$ cat src/rtl/ad9228_serial_tx_emulator.sv
// AD9228-style single-lane serializer: one frame of DATA_WIDTH bits MSB-first, FCO high for the leading bits.
// Latency 1 cycle from enable to the first MSB; stream samples are taken only at frame boundaries, and a missing sample repeats the last word.
module ad9228_serial_tx_emulator #(
  parameter int DATA_WIDTH    = 12,
  parameter bit DOUT_INVERTED = 1'b0,
  parameter int FCO_HIGH_BITS = DATA_WIDTH / 2
) (
  input  logic                  clk,
  input  logic                  rstn,
  input  logic                  enable,
  input  logic [2:0]            mode,
  input  logic [DATA_WIDTH-1:0] fixed_word,
  input  logic [DATA_WIDTH-1:0] s_data,
  input  logic                  s_valid,
  output logic                  s_ready,
  output logic                  dout,
  output logic                  fco,
  output logic                  frame_start,
  output logic [31:0]           frames_sent,
  output logic                  underrun,
  input  logic                  underrun_clr
);

  localparam int CW = (DATA_WIDTH > 1) ? $clog2(DATA_WIDTH) : 1;
  localparam logic [CW-1:0] LAST_BIT = CW'(DATA_WIDTH - 1);
  localparam logic [DATA_WIDTH-1:0] CHECKER  = {(DATA_WIDTH/2){2'b10}};
  localparam logic [DATA_WIDTH-1:0] MIDSCALE = {1'b1, {(DATA_WIDTH-1){1'b0}}};

  typedef enum logic {IDLE, RUN} state_t;

  state_t                state;
  logic [CW-1:0]         bit_cnt;
  logic [DATA_WIDTH-1:0] shift_reg;
  logic [DATA_WIDTH-1:0] ramp_cnt;
  logic [DATA_WIDTH-1:0] last_word;
  logic                  chk_phase;
  logic [DATA_WIDTH-1:0] word;
  logic                  load;
  logic                  stream_miss;

  // A new frame can only begin from IDLE or on the last bit of the current one.
  assign load        = enable && ((state == IDLE) || (bit_cnt == LAST_BIT));
  assign s_ready     = load && (mode == 3'd0) && s_valid;
  assign stream_miss = load && (mode == 3'd0) && !s_valid;

  always_comb begin
    word = fixed_word;
    case (mode)
      3'd0:    word = s_valid ? s_data : last_word;
      3'd2:    word = ramp_cnt;
      3'd3:    word = chk_phase ? ~CHECKER : CHECKER;
      3'd4:    word = MIDSCALE;
      default: word = fixed_word;
    endcase
  end

  always_ff @(posedge clk or negedge rstn) begin
    if (!rstn) begin
      state       <= IDLE;
      bit_cnt     <= '0;
      shift_reg   <= '0;
      ramp_cnt    <= '0;
      last_word   <= '0;
      chk_phase   <= 1'b0;
      dout        <= DOUT_INVERTED;
      fco         <= 1'b0;
      frame_start <= 1'b0;
      frames_sent <= '0;
      underrun    <= 1'b0;
    end else begin
      if (stream_miss)
        underrun <= 1'b1;
      else if (underrun_clr)
        underrun <= 1'b0;

      if (load) begin
        state       <= RUN;
        bit_cnt     <= '0;
        dout        <= word[DATA_WIDTH-1] ^ DOUT_INVERTED;
        shift_reg   <= word << 1;
        fco         <= (FCO_HIGH_BITS > 0);
        frame_start <= 1'b1;
        frames_sent <= frames_sent + 32'd1;
        last_word   <= word;
        if (mode == 3'd2)
          ramp_cnt <= ramp_cnt + 1'b1;
        if (mode == 3'd3)
          chk_phase <= ~chk_phase;
      end else if (state == RUN) begin
        frame_start <= 1'b0;
        if (bit_cnt != LAST_BIT) begin
          dout      <= shift_reg[DATA_WIDTH-1] ^ DOUT_INVERTED;
          shift_reg <= shift_reg << 1;
          bit_cnt   <= bit_cnt + 1'b1;
          fco       <= (int'(bit_cnt) + 1) < FCO_HIGH_BITS;
        end else begin
          // enable dropped: the frame has finished, park the line
          state   <= IDLE;
          bit_cnt <= '0;
          dout    <= DOUT_INVERTED;
          fco     <= 1'b0;
        end
      end
    end
  end

endmodule

$ cat config.mk
export PLATFORM = sky130hd
export DESIGN_NAME = ad9228_serial_tx_emulator
export DESIGN_NICKNAME = d
export VERILOG_FILES = /design/src/rtl/ad9228_serial_tx_emulator.sv
export SDC_FILE = /design/constraint.sdc
export NUM_CORES = 1
export LEC_CHECK = 0
export ABC_AREA = 1
export CAP_MARGIN = 20
export CORE_MARGIN = 3
export CORE_UTILIZATION = 55
export CTS_BUF_LIST = sky130_fd_sc_hd__clkbuf_8
export CTS_CLUSTER_SIZE = 10
export DETAILED_ROUTE_END_ITERATION = 12
export GPL_ROUTABILITY_DRIVEN = 0
export PLACE_DENSITY = 0.81
export SLEW_MARGIN = 40
export SYNTH_ARGS = -nofsm -noshare
export SYNTH_HDL_FRONTEND = slang
export SYNTH_SLANG_ARGS = --single-unit
$ cat constraint.sdc
create_clock -name clk -period 2.6 [get_ports clk]
set_input_delay 0.52 -clock clk [delete_from_list [all_inputs] [get_ports clk]]
set_output_delay 0.52 -clock clk [all_outputs]
set_load 0.03 [all_outputs]
==> impl_metrics.json <==
{
  "cts_hold_buf": 0,
  "cp_data_arrival_time_ns": 1.88,
  "leakagePower_nw": 2.56,
  "top_register": "frames_sent",
  "synth_edf_count": 0,
  "tightest_slew_ns": 0.659,
  "die_area_sq_um": 9120,
  "holdCritPathClass": "primary input to async pin",
  "postRouteAntennaNets": 0,
  "grt-ovfl-total": 0,
  "wl_met2_mm": 5.57,
  "setup.worst_path.class": "flip-flop to output pin",
  "start_util": 0.567,
  "die_w_microns": 95.5,
  "hold_violations": 0,
  "dr.first_iter.drc_count": 258,
  "top_regs": "frames_sent: 32 flops, last_word: 12 flops, ramp_cnt: 12 flops",
  "netlist-cell-type-count": 28,
  "clk_latency_ns": 0.35,
  "routed.top_layer": "met4",
  "post-dp-hpwl_mm": 8.44,
  "core_area_sq_um": 7770,
  "grt_pass1_wl_mm": 18.9,
  "grt_pass1_vias": 4121,
  "firstDrtPassIters": 5,
  "mostFrequentLayoutCell": "nand2_1",
  "final_util": 0.701,
  "maxSlewHeadroom": 0.560,
  "syn_nets": 648,
  "wl_mm": 11.4,
  "root_buffer": "clkbuf_8",
  "slew_violations": 0,
  "clock.fmax_mhz": 416,
  "wl_met3_microns": 716,
  "synth-main-ff-cell": "dfrtp_1",
  "vias": 4272,
  "die_h_microns": 95.5,
  "path_max_fanout": 13,
  "drv_cap": 0,
  "avgSynthCellArea_sq_um": 7.19,
  "multiInputGateArea_sq_um": 2180,
  "cts.reportedPaths.clkPinSlew_ns": 0.08,
  "ff_latch_area_sq_um": 1930,
  "status": "finished, final reports clean",
  "yosysWarnings": 0,
  "largest_register_ffs": 32,
  "num_rows": 32,
  "nFillCells": 663,
  "synth_area_sq_um": 4410,
  "finalWorstPathRequiredPeriod_ns": 2.40,
  "htreeDepth": 3,
  "async_flop_share": 1.00,
  "wirelength_met1_mm": 4.81,
  "numPortBuffers": 68,
  "critPathRequiredTime_ns": 2.08,
  "syn_inst": 613,
  "rsz0062_at_grt": "false",
  "nets": 723,
  "setup_viol": 0,
  "wl_per_cell_microns": 14.3,
  "fin_crit_sh": 0.924,
  "antenna_found_initial": 0,
  "areaGrowthSynthToFinish_pct": 23.5,
  "drc": 0,
  "vias_per_cell": 5.37,
  "setup_tns_ns": 0,
  "vdd_drop_max_v": 0.000382,
  "finalClockSkew_ns": 0.00606,
  "numClockSinks": 77,
  "grt_max_degree": 52,
  "cts_setup_buffers": 0,
  "power_density_nw_per_um2": 720,
  "cts_resized": 0,
  "endpoint_kind": "output pin",
  "layout-drive-gt1-share": 0.0620,
  "start_kind": "flip-flop",
  "yosysSeqAreaShare": 0.437,
  "antenna_cells": 0,
  "grt_use_total": 0.266,
  "ys_ff_latch": 77,
  "io_pins": 69,
  "cts_tree": "built",
  "cts_buffers": 9,
  "most-common-layout-cells": "226 x nand2_1, 79 x nor2_1, 77 x dfrtp_1",
  "clock_path_buffers": 2
}
cells by family (layout without fill, tap and decap cells):
family | Yosys count | after routing | synth area share
simple gates | 377 | 377 | 0.368
flops | 77 | 77 | 0.437
buf+inv | 76 | 156 | 0.0713
compound gates | 56 | 56 | 0.0667
xor+xnor | 24 | 24 | 0.0477
fa+ha+maj | 3 | 3 | 0.00852
power breakdown:
group | internal, W | switching, W
Combinational | 0.000462 | 0.000721
Sequential | 0.00150 | 0.000231
Clock | 0.000535 | 0.000464
Total | 0.00250 | 0.00142
metrics by stage:
step / std cells / area [sq um] / hold slack, ns / worst slack [ns] / total power [W]
finish: 795 / 5440 / 0.192 / 0.197 / 0.00392
global route: 795 / 5440 / 0.238 / 0.0786 / 0.00416
CTS: 795 / 5440 / 0.219 / 0.174 / 0.00392
detailed placement: 779 / 5230 / 0.470 / 0.186 / 0.00294
global placement: 779 / 5230 / 0.466 / 0.275 / 0.00287
floorplan: 613 / 4410 / 0.224 / 0.317 / 0.00251
layer usage:
metal | global-route usage | up-vias
met5 | 0 | -
met4 | 0.111 | 0
met3 | 0.0426 | 23
met2 | 0.448 | 161
met1 | 0.339 | 2007
li1 | - | 2081
worst max-delay path, stage by stage, from the launching register on:
cell and delay [ns]:
dfrtp_1 0.42, ha_1 0.28, nand3_4 0.15, nand2_4 0.20
nand2_8 0.11, nor4_2 0.16, buf_4 0.20
area by class of cell:
| class | count | share of cell area |
|---|---|---|
| multi-input cells | 460 | 0.400 |
| flip-flops and latches | 77 | 0.354 |
| repair buffers | 78 | 0.140 |
| inverters | 62 | 0.0428 |
| well taps | 102 | 0.0235 |
| clock buffers | 9 | 0.0228 |
| clock inverters | 7 | 0.0166 |
final timing paths:
check | cells past startpoint | slack [ns] | from | to
setup / recovery | 6 | 0.20 | bit_cnt[0] | s_ready
hold / removal | 1 | 0.19 | rstn | frames_sent[1]
setup reg to reg | 9 | 0.48 | bit_cnt[0] | ramp_cnt[6]
hold reg to reg | 2 | 0.49 | last_word[10] | last_word[10]
max in group asynchronous | 2 | 1.83 | rstn | last_word[4]
min in group clk | 2 | 0.49 | last_word[10] | last_word[10]
cells in the mapped netlist (all sizes together) (4+ instances only):
| library cell | count | area share |
|---|---|---|
| nand2 | 228 | 0.20 |
| nor2 | 87 | 0.082 |
| dfrtp | 77 | 0.44 |
| inv | 62 | 0.053 |
| o21ai | 39 | 0.044 |
| nand3 | 27 | 0.034 |
| nand4 | 19 | 0.027 |
| xor2 | 19 | 0.038 |
| a21oi | 11 | 0.012 |
| buf | 11 | 0.016 |
| nor3 | 8 | 0.014 |
| o211ai | 5 | 0.0085 |
| xnor2 | 5 | 0.0099 |
| nand3b | 4 | 0.0068 |
Power figures use the tool's default switching activity.
